### src/rtl/nibble_rx_pkg.sv
// Shared types and constants for the nibble_rx serial framing receiver.
package nibble_rx_pkg;

  localparam int DW_DEFAULT = 4;

  typedef enum logic [1:0] {
    IDLE = 2'd0,
    DATA = 2'd1,
    PAR  = 2'd2,
    STOP = 2'd3
  } state_t;

endpackage

### src/rtl/nibble_rx_if.sv
// Serial-in / parallel-out bus of nibble_rx: strobe + line in, nibble + status pulses out.
interface nibble_rx_if #(
  parameter int DW = 4
) ();

  logic          bit_en;
  logic          sin;
  logic [DW-1:0] d;
  logic          en;
  logic          perr;
  logic          ferr;
  logic          busy;

  // master drives the serial line; slave is the receiver
  modport master (
    output bit_en, sin,
    input  d, en, perr, ferr, busy
  );

  modport slave (
    input  bit_en, sin,
    output d, en, perr, ferr, busy
  );

endinterface

### src/rtl/nibble_shift.sv
// LSB-first insert register: each load writes din at the current bit index and advances it.
module nibble_shift #(
  parameter int DW = 4
) (
  input  logic          clk,
  input  logic          reset,
  input  logic          clr,
  input  logic          load,
  input  logic          din,
  output logic [DW-1:0] q,
  output logic          last
);

  localparam int CW = (DW > 1) ? $clog2(DW) : 1;

  logic [CW-1:0] cnt;

  always_ff @(posedge clk or negedge reset) begin
    if (!reset) begin
      q   <= '0;
      cnt <= '0;
    end else if (clr) begin
      q   <= '0;
      cnt <= '0;
    end else if (load) begin
      q[cnt] <= din;
      cnt    <= cnt + 1'b1;
    end
  end

  // index wraps back to 0 only on the load that completes the nibble
  assign last = (cnt == CW'(DW - 1));

endmodule

### src/rtl/nibble_rx.sv
// Framing receiver: start, DW data bits LSB first, optional parity, stop; good nibble -> d + en pulse.
//   state | meaning
//   IDLE  | line idle, waiting for a 0 start bit on a strobe
//   DATA  | collecting data bits into the shift register
//   PAR   | sampling the parity bit and latching the parity verdict
//   STOP  | sampling the stop bit, issuing en / perr / ferr
module nibble_rx
  import nibble_rx_pkg::*;
#(
  parameter int DW         = DW_DEFAULT,
  parameter bit PARITY_EN  = 1'b1,
  parameter bit ODD_PARITY = 1'b0
) (
  input  logic       clk,
  input  logic       reset,
  nibble_rx_if.slave bus
);

  state_t        state;
  logic          par_ok;
  logic [DW-1:0] shreg;
  logic          last;
  logic          shift_clr;
  logic          shift_load;

  logic [DW-1:0] d_q;
  logic          en_q;
  logic          perr_q;
  logic          ferr_q;
  logic          busy_q;

  assign shift_clr  = bus.bit_en && (state == IDLE) && !bus.sin;
  assign shift_load = bus.bit_en && (state == DATA);

  nibble_shift #(
    .DW(DW)
  ) u_shift (
    .clk  (clk),
    .reset(reset),
    .clr  (shift_clr),
    .load (shift_load),
    .din  (bus.sin),
    .q    (shreg),
    .last (last)
  );

  always_ff @(posedge clk or negedge reset) begin
    if (!reset) begin
      state  <= IDLE;
      par_ok <= 1'b1;
      d_q    <= '0;
      en_q   <= 1'b0;
      perr_q <= 1'b0;
      ferr_q <= 1'b0;
      busy_q <= 1'b0;
    end else begin
      en_q   <= 1'b0;
      perr_q <= 1'b0;
      ferr_q <= 1'b0;
      if (bus.bit_en) begin
        case (state)
          IDLE: begin
            if (!bus.sin) begin
              state  <= DATA;
              busy_q <= 1'b1;
              // without a parity bit the verdict stays good for the whole frame
              par_ok <= 1'b1;
            end
          end
          DATA: begin
            if (last) state <= PARITY_EN ? PAR : STOP;
          end
          PAR: begin
            par_ok <= ((^shreg ^ bus.sin) == ODD_PARITY);
            state  <= STOP;
          end
          STOP: begin
            state  <= IDLE;
            busy_q <= 1'b0;
            if (bus.sin) begin
              if (par_ok) begin
                d_q  <= shreg;
                en_q <= 1'b1;
              end else begin
                perr_q <= 1'b1;
              end
            end else begin
              ferr_q <= 1'b1;
              perr_q <= !par_ok;
            end
          end
          default: state <= IDLE;
        endcase
      end
    end
  end

  assign bus.d    = d_q;
  assign bus.en   = en_q;
  assign bus.perr = perr_q;
  assign bus.ferr = ferr_q;
  assign bus.busy = busy_q;

endmodule

### src/flat_wrapper.sv
// flat-port wrapper written by rule: the top's interface ports become plain ports
module nibble_rx_flat import nibble_rx_pkg::*;
#(
  parameter int DW         = DW_DEFAULT,
  parameter bit PARITY_EN  = 1'b1,
  parameter bit ODD_PARITY = 1'b0
)
  (clk, reset, bus_bit_en, bus_sin, bus_d, bus_en, bus_perr, bus_ferr, bus_busy);
  nibble_rx_if #(.DW(DW)) bus_i ();
  input  logic clk;
  input  logic reset;
  input wire logic [$bits(bus_i.bit_en)-1:0] bus_bit_en;
  input wire logic [$bits(bus_i.sin)-1:0] bus_sin;
  output wire logic [$bits(bus_i.d)-1:0] bus_d;
  output wire logic [$bits(bus_i.en)-1:0] bus_en;
  output wire logic [$bits(bus_i.perr)-1:0] bus_perr;
  output wire logic [$bits(bus_i.ferr)-1:0] bus_ferr;
  output wire logic [$bits(bus_i.busy)-1:0] bus_busy;
  assign bus_i.bit_en = bus_bit_en;
  assign bus_i.sin = bus_sin;
  assign bus_d = bus_i.d;
  assign bus_en = bus_i.en;
  assign bus_perr = bus_i.perr;
  assign bus_ferr = bus_i.ferr;
  assign bus_busy = bus_i.busy;
  nibble_rx #(.DW(DW), .PARITY_EN(PARITY_EN), .ODD_PARITY(ODD_PARITY)) u_core (.clk(clk), .reset(reset), .bus(bus_i));
endmodule
### config.mk
export PLATFORM = sky130hd
export DESIGN_NAME = nibble_rx_flat
export DESIGN_NICKNAME = d
export VERILOG_FILES = /design/src/rtl/nibble_rx_pkg.sv /design/src/rtl/nibble_rx_if.sv /design/src/rtl/nibble_shift.sv /design/src/rtl/nibble_rx.sv /design/src/flat_wrapper.sv
export SDC_FILE = /design/constraint.sdc
export NUM_CORES = 1
export LEC_CHECK = 0
export BUFFER_PORTS_ARGS = -buffer_cell sky130_fd_sc_hd__buf_2
export CAP_MARGIN = 0
export CELL_PAD_IN_SITES_DETAIL_PLACEMENT = 1
export CELL_PAD_IN_SITES_GLOBAL_PLACEMENT = 1
export CORE_MARGIN = 1
export CORE_UTILIZATION = 43
export DETAILED_ROUTE_END_ITERATION = 7
export HOLD_SLACK_MARGIN = 0.05
export PLACE_DENSITY_LB_ADDON = 0.12
export SYNTH_ARGS = -nofsm -noshare
export SYNTH_HDL_FRONTEND = slang
export SYNTH_HIERARCHICAL = 1
export SYNTH_SLANG_ARGS = --single-unit
### constraint.sdc
create_clock -name clk -period 1.49 [get_ports clk]
set_input_delay 0.2235 -clock clk [delete_from_list [all_inputs] [get_ports clk]]
set_output_delay 0.2235 -clock clk [all_outputs]
set_load 0.02 [all_outputs]
==> results of run 1 <==
## worst paths after layout
path / startpoint / end / slack, ns / cells past startpoint
setup reg to reg: u_core/state[1] / u_core/u_shift/q[1] / 0.08 / 6
max in group asynchronous: reset / u_core/par_ok / 0.80 / 2
hold / removal: bus_bit_en / u_core/bus.perr / 0.25 / 3
hold reg to reg: u_core/bus.d[3] / u_core/bus.d[3] / 0.51 / 1
min in group asynchronous: reset / u_core/bus.ferr / 0.38 / 2
setup / recovery: u_core/state[1] / u_core/u_shift/q[1] / 0.08 / 6
## synthesized netlist by cell type (all sizes together) (2+ instances only)
cell type	n
xnor2	2
mux2i	2
nand3	5
dfrtp	16
nor2	5
inv	8
ha	9
nand2	2
mux2	5
a21oi	4
a21bo	4
## routing by layer
layer	global-route usage, %	wire length, um	up-vias
met5	0	0	-
met4	8.57	19	0
met3	3.46	31	2
met2	32.5	863	9
met1	22.9	786	307
li1	-	-	290
## kinds of logic (layout without fill, tap and decap cells)
group	after synthesis	after routing	share of synthesized area, %
flops	17	17	48.7
simple gates	16	16	8.72
compound gates	13	13	10.7
fa+ha+maj	9	9	12.9
buf+inv	9	27	4.71
mux	7	7	8.71
xor+xnor	4	4	5.57
## area by class of cell
cell class                      count  share of cell area [%]
Tap cell                           25                    3.05
Timing Repair Buffer               15                    9.76
Clock inverter                      1                   0.488
Sequential cell                    17                    41.6
Multi-Input combinational cell     49                    40.0
Clock buffer                        3                    2.20
Inverter                            8                    2.93
## through the flow
| step | hold WS (ns) | util [%] |
|---|---|---|
| 5_1_grt | 0.243 | 56.4 |
| 6_report | 0.247 | 56.4 |
| 2_1_floorplan | -0.0721 | - |
| 4_1_cts | 0.236 | 56.2 |
| 3_5_place_dp | 0.171 | 54.2 |
| 3_3_place_gp | 0.166 | 54.2 |
## sequential cells by signal, summed over array words and instances, names as in the netlist
register	cells
u_core/bus.busy	1
u_core/bus.d	4
u_core/bus.en	1
u_core/bus.ferr	1
u_core/bus.perr	1
u_core/par_ok	1
u_core/state	2
u_core/u_shift/cnt	2
u_core/u_shift/q	4
## power breakdown
group | internal [mW] | total, mW | switching, mW
clock network | 0.0996 | 0.244 | 0.145
registers | 0.642 | 0.780 | 0.138
logic | 0.425 | 0.892 | 0.467
## critical path, delay by kind of cell, from the launching register on
| kind | cells | cell delay (ns) |
|---|---|---|
| buf+inv | 2 | 0.25 |
| fa+ha+maj | 1 | 0.20 |
| flops | 1 | 0.41 |
| compound gates | 2 | 0.32 |
| simple gates | 1 | 0.16 |
## timing repair
action / CTS / global route
hold buffers: 1 / 0
gates resized for setup: 0 / 2
hold endpoints to repair: 16 / 0
setup endpoints to repair: 0 / 1
==> flow_metrics.py, run 1 <==
metrics = {
    "run_status": {
        "status": "complete, no violations",
    },
    "timing": {
        "rsz0062_at_grt": "no",
        "fin_crit_sh_pct": 94.4,
        "fin_ws_ns": 0.0829,
        "finalSetupTns_ns": 0,
        "worst_pin_slew_ns": 0.387,
        "fmax_mhz": 711,
        "relSlewSlack_pct": 74.2,
        "finalClockSkew_ns": 0.00169,
        "min_period_ns": 1.41,
        "finalHoldViolCount": 0,
        "drv_slew": 0,
        "finalSetupViolCount": 0,
    },
    "final_layout": {
        "layout_commonest_cell": "dfrtp_1",
        "fill_cells": 208,
        "layoutNonFillerInstCount": 118,
        "syn_to_final_growth_pct": 17.1,
        "multi_input_area_sq_um": 410,
        "final_cell_area_sq_um": 1030,
        "num-nets-final": 107,
        "final_cell_mix": "16 x dfrtp_1, 11 x buf_2, 8 x ha_1",
        "drive_gt1_share_pct": 28.0,
        "diodes": 0,
        "register_area_sq_um": 427,
    },
    "pwr": {
        "power.total_mw": 1.92,
        "p_per_area_nw_per_um2": 1870,
        "ir_drop_v": 0.000885,
        "power.leakage_nw": 0.549,
    },
    "flow_run": {
        "maxCapViolations": 0,
    },
    "detailed_routing": {
        "num_vias": 608,
        "routedWlPerCell_um": 14.4,
        "drc": 0,
        "antenna_left": 0,
        "drt-initial-drc-count": 3,
        "drt-total-wl_um": 1700,
        "routed_via_density": 5.15,
        "dr.pass1.iters": 3,
    },
    "synth": {
        "synth-seq-cells": 17,
        "ys_seq_area_share_pct": 48.7,
        "async_flop_share_pct": 100,
        "synth_nets": 88,
        "synth-edff-count": 0,
        "synth.distinct_cells": 24,
        "yosys.area.top_type_share_pct": 45.7,
        "synth-main-ff-cell": "dfrtp_1",
        "yosys-top-cells-area": "dfrtp_1 46%, ha_1 13%, mux2_2 6.4%, a21bo_1 4.6%, inv_1 3.4%",
        "ys_warn_count": 6,
        "synth_area_sq_um": 876,
        "netlist_instances": 75,
        "synth_area_per_cell_sq_um": 11.7,
        "synth_top_area_cell": "dfrtp_1",
    },
    "global_routing": {
        "grt_max_degree": 18,
        "globalRouteOverflowTotal": 0,
        "antenna_found_initial": 0,
        "grt_usage_pct": 18.9,
        "grt_pass1_wl_um": 2800,
        "grt_pass1_vias": 624,
    },
    "cts": {
        "cts_tree": "done",
        "path_clk_slew_ns": 0.10,
        "insertion_delay_ns": 0.28,
        "cts_buffers": 3,
        "clock-root-buffer": "clkbuf_4",
        "h-tree-depth": 1,
        "cts_num_sinks": 17,
        "cts_buffer_depth": 2,
        "post_cts_buffers": 0,
    },
    "critical_path": {
        "cp_slowest_cell": "dfrtp_1",
        "start_kind": "flop",
        "path_max_fanout": 10,
        "critical_path_class": "flop to flop",
        "crit_chain": "inv_1 > ha_1 > and2_1 > buf_12 > a21bo_1 > a21oi_1",
        "setup.worst_path.end_class": "flop",
        "cp_slowest_stage_delay_ns": 0.41,
        "critPathRequiredTime_ns": 1.71,
        "crit_arrival_ns": 1.62,
    },
    "placement": {
        "place_hpwl_um": 1300,
        "dpl_worst_slack_ns": 0.0842,
        "dp_cells": 113,
        "place_congestion": 0.723,
        "dpl_cell_area_sq_um": 986,
        "port-buffer-count": 11,
    },
    "die": {
        "coreArea_sq_um": 1820,
        "start_util_pct": 48.1,
        "die_width_um": 47.1,
        "rows": 15,
        "dieArea_sq_um": 2220,
        "io_pins": 12,
        "die_height_um": 47.1,
    },
    "hold_path": {
        "hp-class": "input port to flop",
    },
}
Power figures use the tool's default switching activity.
==> inputs of run 2 (changes only) <==
CTS_CLUSTER_DIAMETER = 100   (was not set)
SYNTH_HIERARCHICAL = not set   (was 1)
==> run 2 against run 1 <==
Net effect: routed wire length grew 7.5%; first-iteration DRC count grew to 3.3 times the previous value; critical path depth shrank 2; clock power down 2%; clock-buffer cell count increased by 1; critical path type unchanged; highest routed layer unchanged.
==> flow_metrics.py, run 2 <==
metrics = {
    "synth": {
        "synth_area_per_cell_sq_um": 11.5,
        "muxShareOfSynthArea_pct": 7.86,
        "synth_top_family_by_area": "compound AO/OA/AOI/OAI gates",
        "synth.most_common_cell": "dfrtp_1",
        "synth-compound-area-share_pct": 16.3,
        "synth_nets": 87,
        "synth_xor_area_share_pct": 4.66,
        "synth-seq-cells": 17,
        "yosys-top-cells-area": "dfrtp_1 47%, ha_1 12%, mux2_2 7.9%, a21o_1 4.4%, a31oi_1 3.6%",
        "ys_seq_area_share_pct": 49.6,
        "synth-main-ff-cell": "dfrtp_1",
        "ys_warn_count": 0,
        "synth.top_cells.by_count": "16 x dfrtp_1, 8 x ha_1, 6 x a21oi_1, 6 x inv_1, 6 x mux2_2",
        "async_flop_share_pct": 100,
        "yosys.area.top_type_share_pct": 46.6,
        "synth_area_sq_um": 860,
        "synth.distinct_cells": 23,
        "synth_top_area_cell": "dfrtp_1",
        "yosys.area_share.simple_pct": 6.40,
        "netlist_instances": 75,
        "synthAdderAreaFrac_pct": 11.6,
        "synth-edff-count": 0,
    },
    "pwr": {
        "comb_power_share_pct": 51.3,
        "p_sw_share_pct": 40.1,
        "p_per_area_nw_per_um2": 2090,
        "power.leakage_nw": 0.549,
        "internal_power_mw": 1.28,
        "p_clk_share_pct": 11.2,
        "pwr-share-seq_pct": 37.5,
        "switching_power_mw": 0.857,
        "ir_drop_v": 0.000844,
    },
    "timing": {
        "fin_ws_ns": 0.0374,
        "finalClockSkew_ns": 0.00227,
        "relSlewSlack_pct": 74.5,
        "finalSetupTns_ns": 0,
        "rsz0062_at_grt": "no",
        "finalSetupViolCount": 0,
        "worst_pin_slew_ns": 0.382,
        "fmax_mhz": 688,
        "min_period_ns": 1.45,
        "fin_crit_sh_pct": 97.5,
        "finalHoldViolCount": 0,
        "drv_slew": 0,
    },
    "global_routing": {
        "grt_pass1_vias": 623,
        "grt_pass1_wl_um": 2760,
        "grt_max_degree": 18,
        "antenna_found_initial": 0,
        "globalRouteOverflowTotal": 0,
        "grt_usage_pct": 18.7,
    },
    "die": {
        "start_util_pct": 47.7,
        "die_height_um": 46.7,
        "dieArea_sq_um": 2180,
        "die_width_um": 46.7,
        "io_pins": 12,
        "rows": 15,
        "coreArea_sq_um": 1800,
    },
    "final_layout": {
        "layout_commonest_cell": "dfrtp_1",
        "post-route-util_pct": 56.8,
        "syn_to_final_growth_pct": 19.1,
        "layoutNonFillerInstCount": 118,
        "diodes": 0,
        "final_cell_mix": "16 x dfrtp_1, 11 x buf_2, 7 x ha_1",
        "num-nets-final": 106,
        "final_cell_area_sq_um": 1020,
        "drive_gt1_share_pct": 31.2,
    },
    "critical_path": {
        "start_kind": "flop",
        "cp_slowest_cell": "dfrtp_1",
        "path_max_fanout": 4,
        "crit_arrival_ns": 1.63,
        "crit_chain": "inv_1 > ha_1 > or2_2 > mux2_2",
        "critical_path_class": "flop to flop",
        "setup.worst_path.end_class": "flop",
        "rr_worst_depth": 4,
        "critPathRequiredTime_ns": 1.66,
        "cp_slowest_stage_delay_ns": 0.42,
    },
    "detailed_routing": {
        "drt-initial-drc-count": 10,
        "drc": 0,
        "dr.pass1.iters": 4,
        "wl_met1_um": 799,
        "wl_met2_um": 960,
        "num_vias": 643,
        "routed_via_density": 5.45,
        "routedWlPerCell_um": 15.5,
        "drt-total-wl_um": 1830,
        "top_layer_used": "met4",
        "dr_wl_met3_um": 52,
        "antenna_left": 0,
    },
    "placement": {
        "dpl_worst_slack_ns": -0.0120,
        "dpl_cell_area_sq_um": 968,
        "port-buffer-count": 11,
        "place_congestion": 0.732,
        "dp_cells": 113,
        "place_hpwl_um": 1340,
    },
    "cts": {
        "h-tree-depth": 1,
        "path_clk_slew_ns": 0.09,
        "cts_tree": "done",
        "insertion_delay_ns": 0.28,
        "clock-root-buffer": "clkbuf_4",
        "cts_num_sinks": 17,
        "cts_buffers": 3,
        "cts_buffer_depth": 2,
    },
    "flow_run": {
        "maxCapViolations": 0,
    },
    "hold_path": {
        "hp-class": "input port to flop",
        "whs_path_depth": 2,
    },
    "run_status": {
        "status": "complete, no violations",
    },
}
==> run 2: power groups by stage <==
stage | logic, mW | clock network [mW] | registers (mW)
2_1_floorplan | 0.635 | 0 | 0.867
3_3_place_gp | 0.990 | 0 | 0.790
3_5_place_dp | 1.04 | 0 | 0.811
4_1_cts | 1.06 | 0.252 | 0.801
5_1_grt | 1.20 | 0.276 | 0.820
6_report | 1.10 | 0.238 | 0.801
==> run 2: kinds of logic (layout without fill, tap and decap cells) <==
kind of cell / Yosys count / in the layout
adders and majority gates: 8 / 8
buffers and inverters: 8 / 26
and+or+nand+nor: 11 / 11
DFF: 17 / 17
AOI/OAI and AO/OA: 22 / 22
muxes: 6 / 6
xor gates and xnor gates: 3 / 3
==> run 2: critical path: cells and delay by family, from the launching register on <==
kind	cells	cell delay, ns
fa+ha+maj	1	0.23
flops	1	0.42
mux	1	0.26
buf+inv	1	0.11
simple gates	1	0.33
==> run 2: layout make-up <==
class	instances	area, sq um
multi-input cells	50	422
repair buffers	16	95.1
inverters	6	22.5
flip-flops and latches	17	427
well taps	25	31.3
fillers	214	778
clock buffers	4	26.3
==> run 2: worst paths after layout <==
| check | from | endpoint | slack [ns] |
|---|---|---|---|
| min in group asynchronous | reset | u_core.bus.en | 0.39 |
| setup reg to reg | u_core.state[0] | u_core.state[0] | 0.04 |
| max in group asynchronous | reset | u_core.par_ok | 0.78 |
| hold / removal | bus_sin | u_core.bus.ferr | 0.22 |
| hold reg to reg | u_core.par_ok | u_core.bus.perr | 0.52 |
| setup / recovery | u_core.state[0] | u_core.state[0] | 0.04 |
==> run 2: routing by layer <==
layer  vias to the layer above  global-route usage [%]
met5                         -                       0
met2                        14                    31.7
met1                       328                    23.7
li1                        299                       -
met4                         0                    6.86
met3                         2                    3.53
==> run 2: metrics by stage <==
stage	hold WS, ns	power [mW]
after floorplan	-0.0721	1.50
after global placement	0.165	1.78
after detailed placement	0.166	1.85
after CTS	0.190	2.11
after global routing	0.209	2.30
final	0.221	2.14
==> run 2: timing repair <==
action,CTS,global route
gates resized for setup,1,4
setup endpoints to repair,2,3
hold buffers,1,0
endpoints found under the hold margin,16,0
setup buffers,0,0
==> inputs of run 3 (changes only) <==
PLACE_DENSITY = 0.78   (was not set)
PLACE_DENSITY_LB_ADDON = not set   (was 0.12)
==> run 3 against run 2 <==
Net effect: worst hold slack got worse by 0.024 ns; core utilization fell by 0.76 points; total power fell by 0.23%; critical path depth fell by 1; sequential power rose by 2%; highest routed layer unchanged.
==> flow_metrics.py, run 3 (synthesis gave the netlist of run 2 again) <==
metrics = {
    "run_status": {
        "status": "complete, no violations",
    },
    "placement": {
        "place_congestion": 0.763,
        "place_hpwl_um": 1460,
        "dpl_worst_slack_ns": -0.0508,
        "port-buffer-count": 11,
    },
    "final_layout": {
        "multi_input_area_sq_um": 415,
        "diodes": 0,
        "syn_to_final_growth_pct": 17.5,
        "register_area_sq_um": 427,
        "final_cell_mix": "16 x dfrtp_1, 11 x buf_2, 7 x ha_1",
        "num-nets-final": 105,
        "post-route-util_pct": 56.0,
        "layout_commonest_cell": "dfrtp_1",
        "fill_cells": 211,
        "drive_gt1_share_pct": 31.5,
    },
    "hold_path": {
        "hp-class": "input port to flop",
        "holdPathEnd": "u_core.bus.ferr",
        "whs_path_depth": 2,
        "min_from": "bus_sin",
    },
    "timing": {
        "fin_crit_sh_pct": 95.7,
        "finalHoldViolCount": 0,
        "min_period_ns": 1.43,
        "drv_slew": 0,
        "finalSetupViolCount": 0,
        "relSlewSlack_pct": 73.5,
        "worst_pin_slew_ns": 0.398,
        "rsz0062_at_grt": "no",
        "finalClockSkew_ns": 0.00896,
        "fmax_mhz": 701,
        "fin_ws_ns": 0.0640,
    },
    "critical_path": {
        "crit_arrival_ns": 1.62,
        "rr_worst_depth": 3,
        "start_kind": "flop",
        "critPathRequiredTime_ns": 1.68,
        "critical_path_class": "flop to flop",
        "setup.worst_path.end_class": "flop",
        "reg2reg_from": "u_core.state[0]",
        "r2r_slack_ns": 0.06,
        "r2r_end": "u_core.bus.d[3]",
        "path_max_fanout": 5,
    },
    "detailed_routing": {
        "routed_via_density": 5.56,
        "drt-initial-drc-count": 5,
        "drc": 0,
        "drt-total-wl_um": 1970,
        "routedWlPerCell_um": 16.8,
        "num_vias": 651,
        "dr.pass1.iters": 4,
        "antenna_left": 0,
    },
    "cts": {
        "cts_buffers": 3,
        "cts_tree": "done",
        "cts_buffer_depth": 2,
        "h-tree-depth": 1,
        "insertion_delay_ns": 0.31,
        "path_clk_slew_ns": 0.11,
        "cts_num_sinks": 17,
        "clock-root-buffer": "clkbuf_4",
    },
    "global_routing": {
        "globalRouteOverflowTotal": 0,
        "grt_usage_pct": 21.4,
        "antenna_found_initial": 0,
        "grt_pass1_vias": 646,
        "grt_pass1_wl_um": 3030,
        "grt_max_degree": 18,
    },
    "pwr": {
        "power.leakage_nw": 0.543,
        "ir_drop_v": 0.000798,
        "p_per_area_nw_per_um2": 2110,
    },
    "die": {
        "io_pins": 12,
        "die_width_um": 46.7,
        "coreArea_sq_um": 1800,
        "die_height_um": 46.7,
        "dieArea_sq_um": 2180,
        "rows": 15,
        "start_util_pct": 47.7,
    },
    "flow_run": {
        "maxCapViolations": 0,
    },
}
## run 3: cell types whose count changed in the layout (fill, tap and decap cells not counted), sizes merged
cell  change
buf       -1
## run 3: metal layers
layer | GRT usage (%) | wire length [um] | up-vias
li1 | - | - | 298
met2 | 36.1 | 1020 | 24
met4 | 15.4 | 76 | 0
met3 | 3.53 | 65 | 10
met1 | 24.1 | 805 | 319
met5 | 0 | 0 | -
## run 3: worst max path at each step
stage | start | to | slack [ns] | depth (start not counted)
5_1_grt | u_core.state[0] | u_core.bus.d[3] | 0.009 | 3
3_5_place_dp | u_core.state[0] | u_core.state[0] | -0.05 | 5
2_1_floorplan | u_core.state[0] | u_core.state[0] | 0.07 | 5
4_1_cts | u_core.state[1] | u_core.state[0] | 0.004 | 5
3_3_place_gp | u_core.state[1] | u_core.state[0] | 0.06 | 5
6_report | u_core.state[0] | u_core.bus.d[3] | 0.06 | 3
## run 3: what timing repair did
item,CTS,global route
setup buffers,0,0
setup endpoints to repair,2,3
resized for setup,2,3
endpoints found under the hold margin,16,0
hold buffers,1,0
## run 3: where the power goes
group	internal [mW]	total [mW]	switching, mW
clock network	0.105	0.264	0.160
registers	0.652	0.818	0.166
logic	0.496	1.05	0.552
## run 3: critical path: stages, from the launching register on
cell and delay, ns:
dfrtp_1 0.43, ha_1 0.26, nand4_1 0.24, mux2_2 0.37
## run 3: stage by stage
step	hold WS (ns)	area (sq um)	total power, mW	cells	setup TNS, ns
after floorplan	-0.0721	860	1.50	75	0
after global placement	0.163	961	1.75	112	0
after detailed placement	0.169	961	1.84	112	-0.0897
after CTS	0.183	1000	2.13	117	0
after global routing	0.212	1010	2.28	117	0
final	0.197	1010	2.13	117	0
## run 3: layout make-up
class	instances	share of cell area, %
repair buffers	15	8.67
clock buffers	4	2.60
multi-input cells	50	41.1
well taps	25	3.10
flip-flops and latches	17	42.3
inverters	6	2.23
